File: config.mk
export PLATFORM = sky130hd
export DESIGN_NAME = sync_fifo_ctrl
export DESIGN_NICKNAME = d
export VERILOG_FILES = /design/src/rtl/fifo_pkg.sv /design/src/rtl/sync_fifo_ctrl.sv
export SDC_FILE = /design/constraint.sdc
export NUM_CORES = 1
export LEC_CHECK = 0
export CAP_MARGIN = 30
export CORE_ASPECT_RATIO = 1.25
export CORE_MARGIN = 2
export CORE_UTILIZATION = 60
export DETAILED_ROUTE_END_ITERATION = 10
export DONT_BUFFER_PORTS = 1
export PLACE_DENSITY_LB_ADDON = 0.25
export SYNTH_ARGS = -nofsm -noshare
export SYNTH_HDL_FRONTEND = slang
export SYNTH_SLANG_ARGS = --single-unit
File: constraint.sdc
create_clock -name clk_i -period 4.65 [get_ports clk_i]
set_input_delay 0.465 -clock clk_i [delete_from_list [all_inputs] [get_ports clk_i]]
set_output_delay 0.465 -clock clk_i [all_outputs]
set_load 0.02 [all_outputs]
File: src/rtl/fifo_pkg.sv
// Shared helpers for the synchronous FIFO family: parameter width derivation,
// explicit pointer wrap for any depth, and the push/pop operation encoding.
package fifo_pkg;

    typedef enum logic [1:0] {
        OP_IDLE = 2'b00,
        OP_POP  = 2'b01,
        OP_PUSH = 2'b10,
        OP_BOTH = 2'b11
    } fifo_op_e;

    function automatic int addr_width(input int depth);
        return (depth > 1) ? $clog2(depth) : 1;
    endfunction

    function automatic int cnt_width(input int depth);
        return $clog2(depth + 1);
    endfunction

    // Wrap is explicit so non-power-of-two depths work.
    function automatic int unsigned ptr_next(input int unsigned ptr, input int unsigned depth);
        return (ptr == depth - 1) ? 0 : ptr + 1;
    endfunction

endpackage

File: src/rtl/sync_fifo_ctrl.sv
// Pointer, occupancy and status-flag controller driving the write and read
// sides of simple_dual_port_ram; rd_valid_o lines up with the RAM's registered read.
module sync_fifo_ctrl
    import fifo_pkg::*;
#(
    parameter int DEPTH      = 16,
    parameter int ADDR_WIDTH = addr_width(DEPTH),
    parameter int CNT_WIDTH  = cnt_width(DEPTH),
    parameter int AF_THRESH  = DEPTH - 2,
    parameter int AE_THRESH  = 2
) (
    input  logic                  clk_i,
    input  logic                  n_rst_i,
    input  logic                  push_i,
    input  logic                  pop_i,
    output logic                  we_o,
    output logic                  re_o,
    output logic [ADDR_WIDTH-1:0] waddr_o,
    output logic [ADDR_WIDTH-1:0] raddr_o,
    output logic                  rd_valid_o,
    output logic                  full_o,
    output logic                  empty_o,
    output logic                  almost_full_o,
    output logic                  almost_empty_o,
    output logic [CNT_WIDTH-1:0]  count_o,
    output logic                  overflow_o,
    output logic                  underflow_o
);

    logic [ADDR_WIDTH-1:0] wptr_q, rptr_q, wptr_nxt, rptr_nxt;
    logic [CNT_WIDTH-1:0]  count_q, count_nxt;
    logic                  full_q, empty_q, af_q, ae_q;
    logic                  rd_valid_q, ovf_q, unf_q;
    logic                  push_ok, pop_ok;
    fifo_op_e              op;

    // Requests are qualified by reset so nothing reaches the RAM in a reset cycle.
    always_comb begin
        pop_ok  = n_rst_i & pop_i & ~empty_q;
        push_ok = n_rst_i & push_i & (~full_q | pop_ok);
        op      = fifo_op_e'({push_ok, pop_ok});
    end

    always_comb begin
        count_nxt = count_q;
        wptr_nxt  = wptr_q;
        rptr_nxt  = rptr_q;
        case (op)
            OP_PUSH: count_nxt = count_q + CNT_WIDTH'(1);
            OP_POP:  count_nxt = count_q - CNT_WIDTH'(1);
            default: count_nxt = count_q;
        endcase
        if (push_ok) begin
            wptr_nxt = ADDR_WIDTH'(ptr_next(32'(wptr_q), DEPTH));
        end
        if (pop_ok) begin
            rptr_nxt = ADDR_WIDTH'(ptr_next(32'(rptr_q), DEPTH));
        end
    end

    // Flags come from the next count so they change together with count_o.
    always_ff @(posedge clk_i) begin
        if (!n_rst_i) begin
            wptr_q     <= '0;
            rptr_q     <= '0;
            count_q    <= '0;
            full_q     <= 1'b0;
            empty_q    <= 1'b1;
            af_q       <= (AF_THRESH == 0);
            ae_q       <= 1'b1;
            rd_valid_q <= 1'b0;
            ovf_q      <= 1'b0;
            unf_q      <= 1'b0;
        end else begin
            wptr_q     <= wptr_nxt;
            rptr_q     <= rptr_nxt;
            count_q    <= count_nxt;
            full_q     <= (32'(count_nxt) == DEPTH);
            empty_q    <= (count_nxt == '0);
            af_q       <= (32'(count_nxt) >= AF_THRESH);
            ae_q       <= (32'(count_nxt) <= AE_THRESH);
            rd_valid_q <= pop_ok;
            ovf_q      <= ovf_q | (push_i & full_q & ~pop_ok);
            unf_q      <= unf_q | (pop_i & empty_q);
        end
    end

    always_comb begin
        we_o           = push_ok;
        re_o           = pop_ok;
        waddr_o        = wptr_q;
        raddr_o        = rptr_q;
        rd_valid_o     = rd_valid_q;
        full_o         = full_q;
        empty_o        = empty_q;
        almost_full_o  = af_q;
        almost_empty_o = ae_q;
        count_o        = count_q;
        overflow_o     = ovf_q;
        underflow_o    = unf_q;
    end

endmodule

After elaboration in Yosys (flattened, before gate mapping)

Index checks and enable logic that the tools add are counted.

Bits in writable memories: 0
Word-level logic and storage cells: 38
Output and inout port bits: 22
Memories kept: 0
Input bits: 4
Bits in read-only memories: 0
Register bits after elaboration: 20
Latch bits: 0

Equality and inequality tests: 5
Order comparisons: 2
Muxes and demuxes: 3
$mul: 0
Divide/modulo/power cells: 0
$add $sub $neg: 4
Bitwise logic cells: 13
Shift operators: 0
Reductions and logical operators: 1

Operators with widths:

| cell                                                                   | number |
|---|---|
| 5-bit one-hot mux with 2 select lines                                  | 1 |
| 4-bit by 1-bit adder with 4-bit output (second input constant)         | 2 |
| 4-bit equality test (second input constant)                            | 2 |
| 4-bit two-way mux                                                      | 2 |
| 1-bit AND                                                              | 7 |
| 5-bit by 1-bit adder with 5-bit output (second input constant)         | 1 |
| 5-bit equality test (second input constant)                            | 1 |
| 5-bit by 4-bit >= comparator with 1-bit output (second input constant) | 1 |
| 5-bit by 2-bit <= comparator with 1-bit output (second input constant) | 1 |
| 5-bit logical NOT                                                      | 1 |
| 5-bit by 1-bit subtractor with 5-bit output (second input constant)    | 1 |
| 1-bit NOT                                                              | 3 |
| 1-bit OR                                                               | 3 |
| 2-bit by 1-bit equality test with 1-bit output (second input constant) | 1 |
| 2-bit equality test (second input constant)                            | 1 |

Logic depth before layout (Yosys ltp)

Gate-level depths: netlist (run 1).

Depth in word-level cells: 7
Depth in mapped cells: 11
Gate-level depth less buffers: 10

Worst setup path after synthesis (run 1)

Ideal clock, no wire load.

Path type: input to register
Start: in n_rst_i
End: reg ae_q, in the netlist almost_empty_o
Cell stages on the path: 11
Slack: 1,798 ps
Library setup time: 70 ps
Required time: 4,580 ps
Path buffers: 1
Arrival time: 2,782 ps
Cells stage by stage: clkbuf_1 > nand2_1 > a21oi_2 > inv_1 > ha_1 > fa_1 > xor2_1 > mux2i_1 > inv_1 > or3_1 > a21oi_1

Cells in the longest elaborated chain, start to end: 7
Elaborated cells between the ends (all ways): 9
Those cells by class: order compare: 1; eq/ne: 2; mux: 1; bitwise: 5

Ends and longest elaborated chain:

| what                                                                                         | RTL line             | text |
|---|---|---|
| from (decl)                                                                                  | sync_fifo_ctrl.sv:13 | `input logic n_rst_i,` |
| 1-bit AND (2 in a row)                                                                       | sync_fifo_ctrl.sv:39 | `pop_ok = n_rst_i & pop_i & ~empty_q;` |
| 1-bit OR                                                                                     | sync_fifo_ctrl.sv:40 | `push_ok = n_rst_i & push_i & (~full_q \| pop_ok);` |
| 1-bit AND *                                                                                  | sync_fifo_ctrl.sv:40 |  |
| named net we_o                                                                               | sync_fifo_ctrl.sv:16 | `output logic we_o,` |
| 2-bit by 1-bit equality test with 1-bit output / 2-bit equality test (equally long branches) | sync_fifo_ctrl.sv:48 | `case (op)` |
| 5-bit one-hot mux with 2 select lines *                                                      | sync_fifo_ctrl.sv:48 |  |
| 5-bit by 2-bit <= comparator with 1-bit output *                                             | sync_fifo_ctrl.sv:81 | `ae_q <= (32'(count_nxt) <= AE_THRESH);` |
| to (signal assigned)                                                                         | sync_fifo_ctrl.sv:81 |  |
| to (decl)                                                                                    | sync_fifo_ctrl.sv:32 | `logic full_q, empty_q, af_q, ae_q;` |

Mark *: on every way through the listed nets, which the timed path passes. The rest lies on a longest branch.
A chain may end at the register's enable or synchronous reset.

Worst setup path after layout (run 1)

Start: reg empty_q, in the netlist empty_o
End: reg ae_q, in the netlist almost_empty_o

Cells in the longest elaborated chain, start to end: 7
Elaborated cells between the ends (all ways): 8
Those cells by class: order compare: 1; eq/ne: 2; mux: 1; bitwise: 4

Ends and longest elaborated chain:

| what                                                                                         | RTL line             | text |
|---|---|---|
| from (decl)                                                                                  | sync_fifo_ctrl.sv:32 |  |
| from (signal assigned)                                                                       | sync_fifo_ctrl.sv:79 | `empty_q <= (count_nxt == '0);` |
| 1-bit NOT *                                                                                  | sync_fifo_ctrl.sv:39 |  |
| 1-bit AND *                                                                                  | sync_fifo_ctrl.sv:39 |  |
| 1-bit OR *                                                                                   | sync_fifo_ctrl.sv:40 |  |
| 1-bit AND *                                                                                  | sync_fifo_ctrl.sv:40 |  |
| named net we_o                                                                               | sync_fifo_ctrl.sv:16 |  |
| 2-bit by 1-bit equality test with 1-bit output / 2-bit equality test (equally long branches) | sync_fifo_ctrl.sv:48 |  |
| 5-bit one-hot mux with 2 select lines *                                                      | sync_fifo_ctrl.sv:48 |  |
| 5-bit by 2-bit <= comparator with 1-bit output *                                             | sync_fifo_ctrl.sv:81 |  |

Marked as above.

==> run summary, run 1 <==
=============================================================================
Critical path startpoint category                                   flip-flop
Endpoint, Worst Hold                                             almost_empty_o
Gate count of the mapped netlist                                          107
Least-Margin Pin Slew                                                0.578 ns
Layout cell share with drive strength beyond 1                          8.33%
GR Util met2                                                            34.9%
Final Slew Violations                                                       0
Final Hold Slack                                                     0.245 ns
Final cell count without fillers                                          126
Part of the cycle the worst path needs                                  68.7%
Violation count after the first detailed-route iteration                   14
Critical path class                                              flip-flop to flip-flop
Pin count of the biggest net entering global routing                       21
Setup repair after global routing missed its margin                     false
Achievable frequency                                                  313 MHz
Final setup slack of the worst path                                   1.45 ns
TritonCTS sink count                                                       20
Final wirelength                                                      1900 µm
Final Skew                                                         0.00836 ns
Hold Path Stages                                                            1
Drt via density                                                          6.24
Post-Place Setup Slack                                                1.48 ns
Clock tree from TritonCTS                                               built
Latest clock arrival within the worst-skew pair                       0.30 ns
Worst setup slack for register-to-register paths                      1.45 ns
Yosys cell types                                                           36
Initial Utilization                                                     63.9%
Vias in the first global route                                            747
Ant. Diodes                                                                 0
Number of top-level design ports                                           26
Global-route wire length before repair                                3080 µm
Die Wd                                                                40.5 µm
Final GP Congestion                                                     0.724
Final hold violation count                                                  0
Grt peak-use layer                                                       met2
Total number of vias                                                      786
Post-CTS sizing                                                             0
Number of placement rows                                                   16
Antenna violations before repair                                            0
Average wire per cell in the routed design                            15.1 µm
Number of hold-repair buffers added at the cts stage                        0
Status                                                           finished, final reports clean
PnR Total Power                                                    0.000358 W
Fin crit period                                                       3.20 ns
Max Cap Violations                                                          0
Post-route antenna net violation count                                      0
Remaining DRCs                                                              0
Portion of the post-synthesis area used by sequential elements          40.1%
Worst r2r src                                                         empty_o
Clock tree root buffer cell                                      sky130_fd_sc_hd__clkbuf_4
Final setup fails                                                           0
Startpoint of the tightest hold check path                            n_rst_i
Synthesis-stage register bit count                                         20
Reg-to-reg critical path endpoint                                almost_empty_o
Area enclosed by the die boundary                                    2010 µm²
Nature of the critical path endpoint                                flip-flop
Clock-pin slew on the worst setup and hold paths                      0.11 ns
Area growth from synthesis to layout                                    4.01%
Total core area                                                      1560 µm²
Post-placement cell count                                                 122
Power density over the cells                                       345 nW/µm²
Reg2reg path depth                                                         10
Leakage                                                              0.455 nW
Routing usage on met1                                                   25.9%
GRT overflow                                                                0
Number of input and output port buffers inserted                            0
Net count after synthesis                                                 118
Count of synthesis-stage warnings from yosys                                0
Final-stage net count                                                     120
Critical Path AT                                                      3.43 ns
Crit-path max FO                                                            8
Maximum buffer depth of the clock tree                                      2
Class of the worst hold path                                     input port to flip-flop
Worst relative slew slack                                               61.4%
Floorplan die height                                                  49.6 µm
Number of H-tree branching levels                                           1
Data required time at the worst endpoint                              4.89 ns
Clock buffer count from CTS                                                 3
Overall global routing resource usage                                   21.6%
Cell area after synthesis                                             998 µm²
Maximum resistive drop on vdd                                      0.000175 V
Mean cell area of the mapped netlist                                 9.33 µm²
Number of setup buffers added after CTS                                     0
Detailed placement HPWL                                               1460 µm
M3 GR Usage                                                             6.31%
Summed negative setup slack over all endpoints                           0 ns
First-pass DRT Iterations                                                   4
=============================================================================
[logic make-up (layout without fill, tap and decap cells)]
kind of cell    Yosys count  in the layout  share of synthesized area [%]
fa+ha+maj                 7              7                           9.52
flops                    20             20                           40.1
simple gates             44             44                           25.6
compound gates           22             22                           14.4
buf+inv                   7              8                           3.38
xor+xnor                  3              3                           2.63
mux                       4              4                           4.39
[area by class of cell]
class / count / area, µm²
Clock buffer: 4 / 36.3
Fill cell: 127 / 523
Inverter: 4 / 15.0
Multi-Input combinational cell: 80 / 564
Sequential cell: 20 / 400
Tap cell: 18 / 22.5
[flip-flops by register name, indices dropped and copies added (netlist names)]
register	count
almost_empty_o	1
almost_full_o	1
count_o	5
empty_o	1
full_o	1
overflow_o	1
raddr_o	4
rd_valid_o	1
underflow_o	1
waddr_o	4
[how the worst max path moves through the flow]
stage | start | to | slack, ns | cells past startpoint
final | empty_o | almost_empty_o | 1.45 | 10
after global routing | empty_o | almost_empty_o | 1.24 | 10
after CTS | empty_o | almost_empty_o | 1.45 | 10
after detailed placement | empty_o | almost_empty_o | 1.48 | 10
after global placement | empty_o | almost_empty_o | 1.56 | 10
after floorplan | n_rst_i | almost_empty_o | 1.80 | 11
[cells in the final DEF (no fill, tap or decap), drive strengths merged]
cell | netlist | final
nand3b | 2 | 2
nand3 | 4 | 4
and2 | 5 | 5
a311oi | 1 | 1
o22ai | 1 | 1
nor2 | 4 | 4
o2111ai | 1 | 1
and3 | 2 | 2
fa | 1 | 1
or4b | 1 | 1
a211oi | 1 | 1
mux2i | 4 | 4
and4b | 1 | 1
xor2 | 1 | 1
nand2b | 3 | 3
inv | 4 | 4
nor4b | 1 | 1
ha | 6 | 6
a31o | 1 | 1
o21ai | 4 | 4
xnor2 | 2 | 2
or2b | 1 | 1
clkbuf | 2 | 4
nor3b | 1 | 1
dfxtp | 20 | 20
a31oi | 3 | 3
or3 | 1 | 1
nand4 | 1 | 1
a21oi | 9 | 9
nor2b | 7 | 7
nand2 | 10 | 10
a21boi | 1 | 1
[cell usage after synthesis (all sizes together)]
master / count / area [µm²]
or3: 1 / 6.26
a211oi: 1 / 12.5
o22ai: 1 / 6.26
or4b: 1 / 10.0
nor2b: 7 / 43.8
xnor2: 2 / 17.5
nor4b: 1 / 8.76
fa: 1 / 20.0
nand2b: 3 / 18.8
clkbuf: 2 / 7.51
and3: 2 / 12.5
nand2: 10 / 37.5
a311oi: 1 / 8.76
nand4: 1 / 6.26
mux2i: 4 / 43.8
or2b: 1 / 7.51
a31oi: 3 / 18.8
a31o: 1 / 8.76
inv: 4 / 15.0
a21boi: 1 / 7.51
nor3b: 1 / 7.51
o21ai: 4 / 20.0
nand3b: 2 / 15.0
nand3: 4 / 25.0
xor2: 1 / 8.76
ha: 6 / 75.1
a21oi: 9 / 52.6
nor2: 4 / 15.0
and4b: 1 / 10.0
o2111ai: 1 / 8.76
buf: 1 / 11.3
and2: 5 / 31.3
dfxtp: 20 / 400
[worst max-delay path, cell delays in order (launching register included)]
cell                       delay (ns)
sky130_fd_sc_hd__dfxtp_1         0.41
sky130_fd_sc_hd__nand3b_1        0.31
sky130_fd_sc_hd__a21oi_2         0.53
sky130_fd_sc_hd__inv_1           0.11
sky130_fd_sc_hd__ha_1            0.31
sky130_fd_sc_hd__fa_1            0.43
sky130_fd_sc_hd__xor2_1          0.16
sky130_fd_sc_hd__mux2i_1         0.27
sky130_fd_sc_hd__inv_1           0.11
sky130_fd_sc_hd__or3_1           0.36
sky130_fd_sc_hd__a21oi_1         0.13
[metrics by stage]
stage	area, µm²	util [%]
after global routing	1040	66.5
after floorplan	998	-
after detailed placement	1000	64.2
final	1040	66.5
after global placement	1000	64.2
after CTS	1040	66.5
[routing by layer]
metal	routed length [µm]	part of all wire, %	up-vias
met1	759	40	368
met5	0	0	-
li1	-	-	380
met2	947	50	32
met3	149	7.8	6
met4	46	2.4	0
[power by group]
| group | switching, W | internal [W] |
|---|---|---|
| Clock | 0.0000525 | 0.0000478 |
| Sequential | 0.0000243 | 0.000182 |
| Combinational | 0.0000284 | 0.0000230 |
| Total | 0.000105 | 0.000253 |
Power figures use the tool's default switching activity.
==> run 2, diff against run 1 <==
==> constraint.sdc (replaced) <==
create_clock -name clk_i -period 3.11 [get_ports clk_i]
set_input_delay 0.311 -clock clk_i [delete_from_list [all_inputs] [get_ports clk_i]]
set_output_delay 0.311 -clock clk_i [all_outputs]
set_load 0.02 [all_outputs]
==> run 2 against run 1 <==
Against the previous run:
- setup slack got worse by 1.1 ns
- clock-buffer cell count fell by 1
- first-iteration DRC count fell by 29%
- critical path depth did not move
- register-to-register slack got worse by 1.1 ns
- combinational power rose by 51%
- non-clock buffer count rose by 2
- routed wire length fell by 7.2%
- clock power rose by 18%
- via count fell by 1.7%
- power rose by 41%
- largest power group unchanged
==> run summary, run 2 (synthesis gave the netlist of run 1 again) <==
=========================================================================
Final GP Congestion                                                 0.813
First-pass DRT Iterations                                               4
Leakage                                                          0.459 nW
Global-route wire length before repair                            2920 µm
Power share of the sequential group                                 61.2%
Slowest-stage cell, CP                                       sky130_fd_sc_hd__dfxtp_1
Least-Margin Pin Slew                                            0.414 ns
Share of total power in the clock network                           23.4%
Clock tree root buffer cell                                  sky130_fd_sc_hd__clkbuf_4
Clock-pin slew on the worst setup and hold paths                  0.11 ns
Number of top-level design ports                                       26
Final wirelength                                                  1770 µm
Number of placement rows                                               16
Switching power                                                0.000151 W
Average wire per cell in the routed design                        13.9 µm
Total core area                                                  1560 µm²
Summed negative setup slack over all endpoints                       0 ns
Clock tree from TritonCTS                                           built
Most used cells in the layout excluding fill and tap cells   sky130_fd_sc_hd__dfxtp_1 (20), sky130_fd_sc_hd__nand2_1 (10), sky130_fd_sc_hd__nor2b_1 (7), sky130_fd_sc_hd__a21oi_1 (7), sky130_fd_sc_hd__ha_1 (6)
Maximum buffer depth of the clock tree                                  2
Part of the cycle the worst path needs                              89.2%
Design internal power                                          0.000353 W
Final Slew Violations                                                   0
Nature of the critical path endpoint                            flip-flop
Number of setup buffers added after CTS                                 0
Max Cap Violations                                                      0
Layout cell share with drive strength beyond 1                      9.17%
Post-route antenna net violation count                                  0
Final setup fails                                                       0
Final setup slack of the worst path                              0.335 ns
Most common cell on crit path                                sky130_fd_sc_hd__ha_1
Final cell count without fillers                                      127
Detailed placement HPWL                                           1360 µm
Vias in the first global route                                        734
M3 GR Usage                                                         6.76%
Ant. Diodes                                                             0
Maximum resistive drop on vdd                                  0.000263 V
Number of hold-repair buffers added at the cts stage                    0
Setup repair after global routing missed its margin                 false
GR Util met2                                                        34.9%
Critical Path AT                                                  3.01 ns
Final instance area                                              1040 µm²
Number of H-tree branching levels                                       1
Layout filler cell count                                              141
Final Hold Slack                                                 0.106 ns
Critical-path cell list                                      nand3b_1 > a21oi_2 > inv_1 > ha_1 > ha_1 > nor4b_1 > a211oi_2 > nand3_2 > or3_1 > a21oi_1
Initial Utilization                                                 63.9%
Status                                                       finished, final reports clean
Power density over the cells                                   484 nW/µm²
Placed inst area                                                 1020 µm²
Data required time at the worst endpoint                          3.34 ns
Final-stage net count                                                 122
TritonCTS sink count                                                   20
Drt via density                                                      6.09
Antenna violations before repair                                        0
Storage element area                                              400 µm²
Total number of vias                                                  773
Flip-flop count of the largest register after layout                    5
Multi-input logic area                                            564 µm²
Leading cell type in the layout, fill and taps excluded      sky130_fd_sc_hd__dfxtp_1
GRT overflow                                                            0
Routing usage on met1                                               22.5%
Area growth from synthesis to layout                                4.14%
Combinational group share of total power                            15.4%
Floorplan die height                                              49.6 µm
Class of the worst hold path                                 input port to flip-flop
Achievable frequency                                              360 MHz
Critical path startpoint category                               flip-flop
Die Wd                                                            40.5 µm
Post-placement cell count                                             124
Latest clock arrival within the worst-skew pair                   0.30 ns
Worst relative slew slack                                           72.3%
Overall global routing resource usage                               20.5%
Crit-path max FO                                                        6
Slowest stage delay, CP                                           0.41 ns
Grt peak-use layer                                                   met2
Fin crit period                                                   2.78 ns
Clock buffer count from CTS                                             3
Post-Place Setup Slack                                           0.353 ns
Final Skew                                                     0.00721 ns
Sw Ratio                                                            29.9%
Pin count of the biggest net entering global routing                   21
Post-CTS sizing                                                         0
Final hold violation count                                              0
Area enclosed by the die boundary                                2010 µm²
Number of input and output port buffers inserted                        0
Remaining DRCs                                                          0
Violation count after the first detailed-route iteration               10
Critical path class                                          flip-flop to flip-flop
=========================================================================
[run 2: cell types whose count changed in the layout (fill, tap and decap cells not counted)]
cell | before | now
sky130_fd_sc_hd__buf_4 | 0 | 2
sky130_fd_sc_hd__clkbuf_8 | 1 | 0
[run 2: worst paths after layout]
check	startpoint	to	slack [ns]	depth (start not counted)
max	empty_o	almost_empty_o	0.33	10
max reg2reg	empty_o	almost_empty_o	0.33	10
min	n_rst_i	almost_empty_o	0.11	1
min reg2reg	waddr_o[1]	waddr_o[1]	0.59	2
[run 2: metal layers]
metal | vias to the layer above | wire length, µm
met5 | - | 0
met4 | 0 | 22
met3 | 4 | 112
met2 | 21 | 897
met1 | 365 | 733
li1 | 383 | -
[run 2: layout make-up]
| type | count | area share, % |
|---|---|---|
| multi-input cells | 80 | 54.3 |
| flip-flops and latches | 20 | 38.5 |
| clock buffers | 3 | 2.17 |
| well taps | 18 | 2.17 |
| repair buffers | 2 | 1.44 |
| inverters | 4 | 1.44 |
[run 2: metrics by stage]
step                util, %  total power [W]
floorplan                 -         0.000379
global placement       65.1         0.000388
detailed placement     65.1         0.000392
CTS                    66.6         0.000507
global route           66.6         0.000529
finish                 66.6         0.000504
[run 2: power groups by stage]
stage	clock (W)	sequential, W	combinational [W]
5_1_grt	0.000129	0.000312	0.0000882
3_3_place_gp	0	0.000314	0.0000742
2_1_floorplan	0	0.000310	0.0000685
3_5_place_dp	0	0.000315	0.0000775
4_1_cts	0.000120	0.000309	0.0000777
6_report	0.000118	0.000308	0.0000773
[run 2: critical path: cells and delay by family (launching register included)]
family                     cells  cell delay, ns
and+or+nand+nor                4            1.03
AOI/OAI and AO/OA              3            0.57
DFF                            1            0.41
adders and majority gates      2            0.64
buffers and inverters          1            0.06
==> run 3, diff against run 2 <==
--- a/config.mk
+++ b/config.mk
@@ -8,7 +8,7 @@
 export CAP_MARGIN = 30
 export CORE_ASPECT_RATIO = 1.25
 export CORE_MARGIN = 2
-export CORE_UTILIZATION = 60
+export CORE_UTILIZATION = 40
 export DETAILED_ROUTE_END_ITERATION = 10
 export DONT_BUFFER_PORTS = 1
 export PLACE_DENSITY_LB_ADDON = 0.25
==> run 3 against run 2 <==
Against the previous run:
- power increased by 6.4%
- clock power increased by 27%
- non-clock buffer count unchanged
- critical endpoint unchanged
- largest power group unchanged
- critical path depth unchanged
- via count decreased by 0.91%
- global-route usage decreased by 7.1 points
- critical path type unchanged
- register-to-register slack improved by 0.02 ns
- final area increased by 3.1%
- largest cell class unchanged
==> run summary, run 3 (synthesis gave the netlist of run 1 again) <==
=========================================================================
Status                                                       finished, final reports clean
Leakage                                                          0.466 nW
Global-route wire length before repair                            2990 µm
Slowest-stage cell, CP                                       sky130_fd_sc_hd__dfxtp_1
Worst relative slew slack                                           71.3%
Antenna violations before repair                                        0
TritonCTS sink count                                                   20
Switching power                                                0.000156 W
Drt via density                                                      5.36
Setup repair after global routing missed its margin                 false
Critical path class                                          flip-flop to flip-flop
Max Cap Violations                                                      0
Layout cell share with drive strength beyond 1                      10.0%
Leading cell type in the layout, fill and taps excluded      sky130_fd_sc_hd__dfxtp_1
Remaining DRCs                                                          0
Most used cells in the layout excluding fill and tap cells   sky130_fd_sc_hd__dfxtp_1 (20), sky130_fd_sc_hd__nand2_1 (10), sky130_fd_sc_hd__nor2b_1 (7), sky130_fd_sc_hd__a21oi_1 (7), sky130_fd_sc_hd__ha_1 (6)
Design internal power                                          0.000380 W
Worst setup slack for register-to-register paths                  0.35 ns
Violation count after the first detailed-route iteration                6
Number of H-tree branching levels                                       1
Worst r2r src                                                     empty_o
Clock tree root buffer cell                                  sky130_fd_sc_hd__clkbuf_4
Area growth from synthesis to layout                                7.39%
Endpoint, Worst Hold                                         almost_empty_o
Final cell count without fillers                                      143
Final Slew Violations                                                   0
Final setup slack of the worst path                              0.354 ns
Latest clock arrival within the worst-skew pair                   0.30 ns
Number of placement rows                                               20
GR Util met2                                                        20.0%
Critical-path cell list                                      nand3b_1 > a21oi_2 > inv_1 > ha_1 > ha_1 > nor4b_1 > a211oi_2 > nand3_2 > or3_1 > a21oi_1
Final wirelength                                                  1840 µm
Initial Utilization                                                 41.6%
Final Hold Slack                                                0.0879 ns
Post-placement cell count                                             139
Routing usage on met1                                               17.2%
Most common cell on crit path                                sky130_fd_sc_hd__ha_1
Final Skew                                                     0.00483 ns
Number of setup buffers added after CTS                                 0
Power density over the cells                                   500 nW/µm²
Power share of the sequential group                                 57.6%
Floorplan die height                                              59.9 µm
M3 GR Usage                                                         3.25%
Flip-flop count of the largest register after layout                    5
Total number of vias                                                  766
Fin crit period                                                   2.76 ns
Sum of buffers and inverters on the critical path                       1
Number of top-level design ports                                       26
PnR Total Power                                                0.000536 W
Crit-path max FO                                                        6
Maximum resistive drop on vdd                                  0.000220 V
Startpoint of the tightest hold check path                        n_rst_i
Clock buffer count from CTS                                             3
Total core area                                                  2400 µm²
Clock-pin slew on the worst setup and hold paths                  0.11 ns
Slowest stage delay, CP                                           0.41 ns
Final-stage net count                                                 122
Summed negative setup slack over all endpoints                       0 ns
Area enclosed by the die boundary                                2910 µm²
Final GP Congestion                                                 0.803
Grt peak-use layer                                                   met2
Hold Path Stages                                                        1
Combinational group share of total power                            14.3%
Reg-to-reg critical path endpoint                            almost_empty_o
Part of the cycle the worst path needs                              88.6%
Critical path startpoint category                               flip-flop
Top cell family by delay on the critical path                simple AND/OR/NAND/NOR gates
Final setup fails                                                       0
Data required time at the worst endpoint                          3.35 ns
Least-Margin Pin Slew                                            0.429 ns
Share of total power in the clock network                           28.1%
Die Wd                                                            48.7 µm
Reg2reg path depth                                                     10
Class of the worst hold path                                 input port to flip-flop
Critical Path AT                                                  3.00 ns
Overall global routing resource usage                               13.5%
Number of hold-repair buffers added at the cts stage                    0
Ant. Diodes                                                             0
Post-CTS sizing                                                         0
Pin count of the biggest net entering global routing                   21
Achievable frequency                                              363 MHz
Number of input and output port buffers inserted                        0
Clock tree from TritonCTS                                           built
Post-Place Setup Slack                                           0.378 ns
Final hold violation count                                              0
Maximum buffer depth of the clock tree                                  2
Post-route antenna net violation count                                  0
Average wire per cell in the routed design                        12.8 µm
Nature of the critical path endpoint                            flip-flop
Vias in the first global route                                        657
First-pass DRT Iterations                                               4
Detailed placement HPWL                                           1350 µm
Layout filler cell count                                              252
Sw Ratio                                                            29.2%
GRT overflow                                                            0
=========================================================================
[run 3: cell type report]
class / instances / area [µm²] / share of cell area, %
repair buffers: 2 / 15.0 / 1.40
multi-input cells: 80 / 564 / 52.6
flip-flops and latches: 20 / 400 / 37.3
clock buffers: 4 / 36.3 / 3.38
inverters: 4 / 15.0 / 1.40
well taps: 33 / 41.3 / 3.85
[run 3: worst reg2reg max path: stages, from the launching register on]
cell,delay (ns)
sky130_fd_sc_hd__dfxtp_1,0.41
sky130_fd_sc_hd__nand3b_1,0.32
sky130_fd_sc_hd__a21oi_2,0.22
sky130_fd_sc_hd__inv_1,0.06
sky130_fd_sc_hd__ha_1,0.27
sky130_fd_sc_hd__ha_1,0.38
sky130_fd_sc_hd__nor4b_1,0.18
sky130_fd_sc_hd__a211oi_2,0.19
sky130_fd_sc_hd__nand3_2,0.15
sky130_fd_sc_hd__or3_1,0.38
sky130_fd_sc_hd__a21oi_1,0.13
[run 3: power groups by stage]
stage	clock (W)	combinational [W]	sequential [W]
4_1_cts	0.000157	0.0000777	0.000309
2_1_floorplan	0	0.0000685	0.000310
6_report	0.000150	0.0000769	0.000309
3_5_place_dp	0	0.0000769	0.000315
3_3_place_gp	0	0.0000766	0.000315
5_1_grt	0.000166	0.0000871	0.000312
[run 3: metrics by stage]
stage	cell area, µm²	util [%]
3_3_place_gp	1040	43.1
5_1_grt	1070	44.6
2_1_floorplan	998	-
6_report	1070	44.6
3_5_place_dp	1040	43.1
4_1_cts	1070	44.6
[run 3: worst max path at each step]
stage,from,end,slack [ns],cells after the start
floorplan,empty_o,almost_empty_o,0.31,10
CTS,empty_o,almost_empty_o,0.34,10
global placement,empty_o,almost_empty_o,0.46,10
finish,empty_o,almost_empty_o,0.35,10
detailed placement,empty_o,almost_empty_o,0.38,10
global route,empty_o,almost_empty_o,0.14,10
[run 3: routing by layer]
metal  share of wire [%]  wire [µm]  vias to the layer above
met4                 2.1         38                        0
li1                    -          -                      388
met1                  45        818                      353
met2                  48        873                       21
met5                   0          0                        -
met3                 5.8        106                        4
